--- src/rtl/sr_cmd_pkg.sv ---
// Shared types and constants for the set/reset command front-end.
//   state_t : FSM encoding (IDLE, SET_P, CLR_P, GAP), 2 bits
//   CNT_W   : width of the debounce and gap counters (covers 1..255 / 0..255)
package sr_cmd_pkg;

  localparam int CNT_W = 8;

  typedef enum logic [1:0] {
    IDLE  = 2'd0,
    SET_P = 2'd1,
    CLR_P = 2'd2,
    GAP   = 2'd3
  } state_t;

endpackage

--- src/rtl/sr_debounce.sv ---
// One request channel: 2-FF synchroniser, debounce counter, rising-edge detect.
//   clk  : clock
//   rst  : synchronous reset, active low
//   req  : raw asynchronous request, active high
//   rise : one-cycle pulse when the debounced level goes 0 -> 1
module sr_debounce
  import sr_cmd_pkg::*;
#(
  parameter int unsigned DB_CYCLES = 4
) (
  input  logic clk,
  input  logic rst,
  input  logic req,
  output logic rise
);

  localparam logic [CNT_W-1:0] DB_LAST = CNT_W'(DB_CYCLES - 1);

  logic             sync1;
  logic             sync2;
  logic             deb;
  logic             deb_d;
  logic [CNT_W-1:0] cnt;

  always_ff @(posedge clk) begin
    if (!rst) begin
      sync1 <= 1'b0;
      sync2 <= 1'b0;
      deb   <= 1'b0;
      deb_d <= 1'b0;
      cnt   <= '0;
    end else begin
      sync1 <= req;
      sync2 <= sync1;
      deb_d <= deb;
      // Any cycle where the synchronised level agrees with deb restarts the count.
      if (sync2 == deb) begin
        cnt <= '0;
      end else if (cnt == DB_LAST) begin
        deb <= sync2;
        cnt <= '0;
      end else begin
        cnt <= cnt + 1'b1;
      end
    end
  end

  assign rise = deb & ~deb_d;

endmodule

--- src/rtl/sr_cmd_gen.sv ---
// Command front-end for the set/reset flip-flop stage. Debounced rising edges
// of set_req/clr_req become single-cycle s/r pulses, never both at once;
// simultaneous pending requests are dropped and flagged.
//   clk      : clock
//   rst      : synchronous reset, active low
//   set_req  : raw set request
//   clr_req  : raw clear request
//   s, r     : one-cycle pulses to the flip-flop, decoded from the state register
//   busy     : FSM not in IDLE
//   conflict : one-cycle pulse when both requests were pending in IDLE
module sr_cmd_gen
  import sr_cmd_pkg::*;
#(
  parameter int unsigned DB_CYCLES  = 4,
  parameter int unsigned GAP_CYCLES = 2
) (
  input  logic clk,
  input  logic rst,
  input  logic set_req,
  input  logic clr_req,
  output logic s,
  output logic r,
  output logic busy,
  output logic conflict
);

  localparam logic [CNT_W-1:0] GAP_LAST =
    CNT_W'((GAP_CYCLES == 0) ? 0 : GAP_CYCLES - 1);

  logic             set_rise;
  logic             clr_rise;
  state_t           state;
  state_t           state_n;
  logic [CNT_W-1:0] gap_cnt;
  logic [CNT_W-1:0] gap_cnt_n;
  logic             set_pend;
  logic             set_pend_n;
  logic             clr_pend;
  logic             clr_pend_n;
  logic             conflict_n;

  sr_debounce #(.DB_CYCLES(DB_CYCLES)) u_set_db (
    .clk  (clk),
    .rst  (rst),
    .req  (set_req),
    .rise (set_rise)
  );

  sr_debounce #(.DB_CYCLES(DB_CYCLES)) u_clr_db (
    .clk  (clk),
    .rst  (rst),
    .req  (clr_req),
    .rise (clr_rise)
  );

  always_ff @(posedge clk) begin
    if (!rst) begin
      state    <= IDLE;
      gap_cnt  <= '0;
      set_pend <= 1'b0;
      clr_pend <= 1'b0;
      conflict <= 1'b0;
    end else begin
      state    <= state_n;
      gap_cnt  <= gap_cnt_n;
      set_pend <= set_pend_n;
      clr_pend <= clr_pend_n;
      conflict <= conflict_n;
    end
  end

  always_comb begin
    state_n    = state;
    gap_cnt_n  = gap_cnt;
    set_pend_n = set_pend | set_rise;
    clr_pend_n = clr_pend | clr_rise;
    conflict_n = 1'b0;
    unique case (state)
      IDLE: begin
        // A rise landing on the serving cycle is kept as a fresh command.
        if (set_pend && clr_pend) begin
          set_pend_n = set_rise;
          clr_pend_n = clr_rise;
          conflict_n = 1'b1;
        end else if (set_pend) begin
          set_pend_n = set_rise;
          state_n    = SET_P;
        end else if (clr_pend) begin
          clr_pend_n = clr_rise;
          state_n    = CLR_P;
        end
      end
      SET_P, CLR_P: begin
        gap_cnt_n = '0;
        state_n   = (GAP_CYCLES > 0) ? GAP : IDLE;
      end
      GAP: begin
        if (gap_cnt == GAP_LAST) begin
          gap_cnt_n = '0;
          state_n   = IDLE;
        end else begin
          gap_cnt_n = gap_cnt + 1'b1;
        end
      end
      default: state_n = IDLE;
    endcase
  end

  assign s    = (state == SET_P);
  assign r    = (state == CLR_P);
  assign busy = (state != IDLE);

endmodule

--- config.mk ---
export PLATFORM = sky130hd
export DESIGN_NAME = sr_cmd_gen
export DESIGN_NICKNAME = d
export VERILOG_FILES = /design/src/rtl/sr_cmd_pkg.sv /design/src/rtl/sr_debounce.sv /design/src/rtl/sr_cmd_gen.sv
export SDC_FILE = /design/constraint.sdc
export NUM_CORES = 1
export LEC_CHECK = 0
export CAP_MARGIN = 15
export CORE_MARGIN = 2
export CORE_UTILIZATION = 58
export CTS_CLUSTER_SIZE = 40
export DETAILED_ROUTE_END_ITERATION = 6
export HOLD_SLACK_MARGIN = 0.08
export PLACE_DENSITY = 0.77
export REMOVE_ABC_BUFFERS = 1
export SETUP_SLACK_MARGIN = 0.5
export SKIP_LAST_GASP = 1
export SLEW_MARGIN = 30
export SYNTH_ARGS = -nofsm -noshare
export SYNTH_HDL_FRONTEND = slang
export SYNTH_SLANG_ARGS = --single-unit
--- constraint.sdc ---
create_clock -name clk -period 2.2 [get_ports clk]
set_input_delay 0.44 -clock clk [delete_from_list [all_inputs] [get_ports clk]]
set_output_delay 0.44 -clock clk [all_outputs]
set_load 0.01 [all_outputs]
==> results of run 1 <==
[sequential cells by signal, summed over array words and instances (netlist names), 2 cells and up]
name / cells
gap_cnt: 8
u_set_db.cnt: 8
u_clr_db.cnt: 8
state: 2
[path summary, 6_finish.rpt]
| kind | cells past startpoint | to | startpoint | slack, ps |
|---|---|---|---|---|
| worst min register to register | 1 | u_clr_db.sync2 | u_clr_db.sync1 | 440 |
| worst max-delay path | 7 | state[1] | gap_cnt[1] | 440 |
| worst max register to register | 7 | state[1] | gap_cnt[1] | 440 |
| worst min-delay path | 1 | u_clr_db.sync2 | u_clr_db.sync1 | 440 |
[what timing repair did]
action | 4_1_cts | 5_1_grt
pin swaps | 11 | 1
setup endpoints to repair | 13 | 23
resized for setup | 13 | 12
buffers inserted | 4 | 0
hold buffers | 0 | 0
[logic make-up (layout without fill, tap and decap cells)]
| group | count (synthesis) | in the layout | synth area share [%] |
|---|---|---|---|
| DFF | 37 | 37 | 47.2 |
| xor gates and xnor gates | 22 | 22 | 12.3 |
| adders and majority gates | 9 | 9 | 7.18 |
| buffers and inverters | 11 | 28 | 2.71 |
| AOI/OAI and AO/OA | 11 | 11 | 7.02 |
| and+or+nand+nor | 73 | 73 | 23.5 |
[worst max-delay path: stages, from the launching register on]
cell     delay [ps]
dfxtp_2         340
inv_2            60
ha_4            110
or4b_4          460
o41ai_4         280
buf_4           180
a21o_2          110
o311a_1         160
[layer usage]
layer,global-route usage [%],vias to the layer above,wire (µm)
met3,7.67,7,112
met1,23.4,510,1150
met4,6.12,0,47
met2,30.1,15,1260
li1,-,568,-
met5,0,-,0
[power groups by stage]
stage | Clock [mW] | Combinational (mW) | Sequential (mW)
floorplan | 0 | 0.291 | 0.746
global placement | 0 | 0.392 | 0.749
detailed placement | 0 | 0.412 | 0.754
CTS | 0.348 | 0.451 | 0.738
global route | 0.382 | 0.536 | 0.751
finish | 0.338 | 0.474 | 0.745
[layout make-up]
| cell class | instances | area (µm²) | share of cell area [%] |
|---|---|---|---|
| Inverter | 9 | 33.8 | 1.88 |
| Clock inverter | 2 | 10.0 | 0.558 |
| Clock buffer | 6 | 41.3 | 2.30 |
| Timing Repair Buffer | 11 | 98.8 | 5.51 |
| Multi-Input combinational cell | 115 | 825 | 46.0 |
| Sequential cell | 37 | 748 | 41.7 |
| Tap cell | 30 | 37.5 | 2.09 |
[cells in the final DEF, fill, tap and decap left out, types with 3 or more instances in the layout]
master,n
dfxtp_1,33
nor2_1,26
nand3_1,15
xor2_1,14
xnor2_1,8
nand2_1,7
and2_1,7
ha_1,7
inv_1,5
clkbuf_4,5
inv_2,4
nor2b_1,4
buf_4,4
nor3_1,3
and3_1,3
dfxtp_2,3
clkdlybuf4s50_1,3
==> key figures, run 1 <==
Status
  – Status: finished clean

Detailed routing
  – Wire length per cell: 12.2 µm
  – Final WL: 2570 µm
  – Iter 0 DRT Violations: 16
  – Initial DRT Pass Iterations: 4
  – Post-route ant nets: 0
  – Vias/cell: ~5.2
  – Via count: 1100
  – DRC viols: 0

STA
  – Max Clock Skew: 10.7 ps
  – Final setup violation count: 0
  – RSZ-0062 raised after global routing: true
  – Tcrit/Tclk final: around four fifths
  – Maximum clock frequency: roughly 0.57 GHz
  – Final worst setup slack: 441 ps
  – Setup TNS: 0 ps
  – Minimum clock period: 1760 ps
  – Actual slew at the worst max-slew pin: 464 ps
  – Fin. Hold Viols: 0
  – Final slew viol count: 0
  – Final hold slack: ~440 ps
  – Slew HR: 69.0%

Synth
  – Top cells by area, synth: dfxtp_1, xor2_1, ha_1
  – Post-synth cell types: 27
  – Yosys top cell area share: 47.2%
  – Synth area leader: dfxtp_1
  – Synthesis warning total: 0
  – Post-synth EDFFs: 0
  – FFs w/ async S/R, synth: 0%
  – Commonest cells in the netlist: dfxtp_1, nor2_1, nand3_1, xor2_1
  – Synth Register Bits: 37
  – Top-count cell post-synth: dfxtp_1
  – Seq/Total Area, Yosys: 47.2%
  – Mapped cell area: 0.00157 mm²
  – Syn avg cell area: between 9 and 10 µm²
  – Cells after synthesis: 163
  – Prevailing post-synth register cell: dfxtp_1

Power and ir drop
  – Leakage dissipation: 0.712 nW
  – Total power: 1.56 mW
  – Design internal power: 1.07 mW
  – Net Switching: between 0.4 and 0.5 mW
  – Switching power share of the total: about a third
  – Comb pwr share: a little under a third
  – PD cells: 868 mW/mm²
  – Clock power share: a little over a fifth
  – VDD IR-drop max: 0.000757 V
  – Reg power frac: between 40 and 50%

Placement
  – Pre-CTS setup slack: roughly 320 ps
  – Post-DP HPWL: 1780 µm
  – Dpl cells: between 150 and 200
  – Port bufs: 7
  – GP Congestion: 0.744
  – Placed Area: around 0.0017 mm²

Worst setup path
  – Critical path class: reg2reg
  – Crit end category: register
  – WP data required: between 2000 and 2500 ps
  – CP Max Fanout: 3
  – Worst setup SP type: register
  – Critical Path AT: 2050 ps

GRT
  – Initial antenna violation count: 0
  – First-pass GRT wire length: around 4600 µm
  – Vias in the first global route: between 1000 and 1500
  – Gr usage total: approximately a fifth
  – Largest net degree at the start of global routing: 17
  – GRT overflow: 0

Clocking
  – Clk sinks: 37
  – CTS tree: done
  – Root buf cell: clkbuf_4
  – Worst-case clock buffer depth: 2
  – Clock slew at reported path FFs: 110 ps
  – H-Tree Depth: 2
  – Clock buffers created by TritonCTS: 5
  – Worst-skew pair later-pin latency: between 300 and 400 ps

Layout
  – Fillers: 202
  – Layout cell share with drive strength beyond 1: around 18%
  – Layout net count: ~190
  – Fin area: 0.00179 mm²
  – Layout Utilization: 71.1%
  – Diode count: 0
  – Fin cells: 210
  – Area growth, synth to finish: 14.4%

Die
  – Initial core utilization: 62.2%
  – Core area: between 0.002 and 0.003 mm²
  – Row count: 18
  – Die span in x: 56.0 µm
  – Total die area: 0.00313 mm²
  – Io pins: 8
  – Die Y: 56.0 µm

Flow run
  – Max-Cap Viols: 0

Worst hold path
  – Tightest Hold Check Type: reg2reg
Power figures use the tool's default switching activity.
==> run 2: changes to the inputs <==
Clock period 2.2 ns to 1.7 ns, I/O delays scaled along.
==> run 2 against run 1 <==
Effect of this change: via count up 5.1%; critical endpoint is now state[0]; die area unchanged; the flow now finishes with violations (negative setup slack); sequential power up 27%; largest power group unchanged.
==> key figures, run 2 (synthesis results as in run 1) <==
STA
  – Final setup violation count: 10 (+10)
  – Final slew viol count: 0 (unchanged)
  – Maximum clock frequency: 0.556 GHz (-2.2%)
  – Setup TNS: -706 ps (-706 ps)
  – Slew HR: 73.1% (+4.1 points)
  – Final worst setup slack: -99.2 ps (-540 ps)
  – Actual slew at the worst max-slew pin: 403 ps (-60.8 ps)
  – RSZ-0062 raised after global routing: true
  – Fin. Hold Viols: 0 (unchanged)
  – Max Clock Skew: 15.0 ps (+4.23 ps)
  – Final hold slack: 450 ps (+10.3 ps)
  – Tcrit/Tclk final: 106% (+26 points)
  – Minimum clock period: 1800 ps (+40.2 ps)

Worst setup path
  – R2R cell count: 6 (-1)
  – WP data required: 1940 ps (-550 ps)
  – RR Endpoint: state[0]
  – Critical path class: reg2reg
  – CP cell instances: inv_2, ha_4, or4b_4, o41ai_4, nand2_2, o311a_1
  – Critical Path AT: 2040 ps (about the same)
  – CP Max Fanout: 3 (unchanged)
  – R2R Setup Slk: -100 ps (-540 ps)
  – Worst setup SP type: register
  – Worst r2r src: gap_cnt[1]
  – Crit path max-delay cell type: or4b_4
  – Crit end category: register
  – CP peak stage delay: 460 ps (about the same)

Worst hold path
  – Tightest Hold Check Type: reg2reg
  – WHS Endpoint: u_clr_db.sync2
  – Hold wc startpoint: u_clr_db.sync1
  – Hold Path Depth: 1 (unchanged)

GRT
  – Largest net degree at the start of global routing: 13 (-4)
  – GRT overflow: 0 (unchanged)
  – First-pass GRT wire length: 4550 µm (-0.89%)
  – Vias in the first global route: 1111 (+4.7%)
  – Gr usage total: 18.8% (-0.12 points)
  – Initial antenna violation count: 0 (unchanged)

Die
  – Die Y: 56.0 µm (unchanged)
  – Die span in x: 56.0 µm (unchanged)
  – Total die area: 0.00313 mm² (unchanged)
  – Row count: 18 (unchanged)
  – Initial core utilization: 62.2% (unchanged)
  – Io pins: 8 (unchanged)
  – Core area: 0.00252 mm² (unchanged)

Placement
  – Post-DP HPWL: 1840 µm (+3.3%)
  – Port bufs: 7 (unchanged)
  – GP Congestion: 0.781 (+4.9%)
  – Dpl cells: 207 (+4.5%)

Clocking
  – Clock slew at reported path FFs: 120 ps (about the same)
  – H-Tree Depth: 2 (unchanged)
  – Clock buffers created by TritonCTS: 5 (unchanged)
  – Worst-case clock buffer depth: 2 (unchanged)
  – CTS tree: done
  – Root buf cell: clkbuf_4
  – Clk sinks: 37 (unchanged)
  – Worst-skew pair later-pin latency: 360 ps (about the same)

Layout
  – Area growth, synth to finish: 28.9%
  – Layout net count: 202 (+5.2%)
  – Most frequent cells in the layout: dfxtp_1, nor2_2, xor2_1, buf_4, nand3_1
  – Fin cells: 220 (+4.8%)
  – Register area: 753 µm² (+0.67%)
  – Biggest regs: gap_cnt (8), u_clr_db.cnt (8), u_set_db.cnt (8)
  – Diode count: 0 (unchanged)
  – Commonest non-fill, non-tap cell in the layout: dfxtp_1
  – Fillers: 174 (-14%)
  – Footprint of the multi-input gates: 948 µm² (+15%)
  – Layout cell share with drive strength beyond 1: 36.8% (+19 points)

Power and ir drop
  – PD cells: 1110 mW/mm² (+28%)
  – Leakage dissipation: 0.753 nW (+5.8%)
  – VDD IR-drop max: 0.000952 V (+26%)

Detailed routing
  – Vias/cell: 5.25 (+0.31%)
  – Post-route ant nets: 0 (unchanged)
  – Via count: 1156 (+5.1%)
  – Iter 0 DRT Violations: 20 (+4)
  – Wire length per cell: 13.0 µm (+6.4%)
  – Final WL: 2860 µm (+11%)
  – Initial DRT Pass Iterations: 4 (unchanged)
  – DRC viols: 0 (unchanged)

Flow run
  – Max-Cap Viols: 0 (unchanged)

Status
  – Failing checks: negative setup slack
  – Status: complete, but fails checks
[run 2: worst max-delay path by stage]
stage,slack [ps],cells past startpoint,endpoint,from
final,-100,6,state[0],gap_cnt[1]
after global placement,-30,6,state[1],gap_cnt[1]
after floorplan,-80,5,state[1],gap_cnt[0]
after CTS,-90,6,state[0],gap_cnt[1]
after global routing,-180,6,state[0],gap_cnt[1]
after detailed placement,-70,5,state[0],gap_cnt[0]
[run 2: critical path: cells and delay by family, from the launching register on]
family                     cells  cell delay, ps
DFF                            1             340
buffers and inverters          1              50
adders and majority gates      1             110
AOI/OAI and AO/OA              2             640
and+or+nand+nor                2             550
[run 2: timing repair]
action	CTS	global route
hold buffers	0	0
pin swaps	9	16
endpoints found under the hold margin	0	0
setup endpoints to repair	32	30
resized for setup	32	31
buffers inserted	1	4
[run 2: cell type report]
class | count | share of cell area, %
Sequential cell | 37 | 37.3
Clock inverter | 2 | 1.92
Timing Repair Buffer | 21 | 8.30
Inverter | 9 | 1.67
Multi-Input combinational cell | 115 | 46.9
Clock buffer | 6 | 2.04
Tap cell | 30 | 1.86
[run 2: power breakdown]
group          internal, mW  leakage [nW]  switching, mW  total, mW
Sequential            0.915         0.304         0.0322      0.948
Combinational         0.331         0.407          0.350      0.681
Clock                 0.313        0.0424          0.306      0.619
Total                  1.56         0.753          0.688       2.25
[run 2: through the flow]
stage,power (mW),setup slack [ps],utilization (%),instance area (µm²)
finish,2.25,-99.2,80.1,2020
global placement,1.54,-33.5,68.8,1730
global route,2.37,-176,80.1,2020
detailed placement,1.57,-68.9,68.8,1730
floorplan,1.34,-77.7,-,1560
CTS,2.18,-88.1,76.1,1920
[run 2: per-layer routing]
| layer | GRT usage, % | vias up | wire (µm) |
|---|---|---|---|
| li1 | - | 590 | - |
| met1 | 21.6 | 547 | 1250 |
| met2 | 31.1 | 12 | 1470 |
| met3 | 4.88 | 7 | 76 |
| met4 | 11.6 | 0 | 59 |
| met5 | 0 | - | 0 |
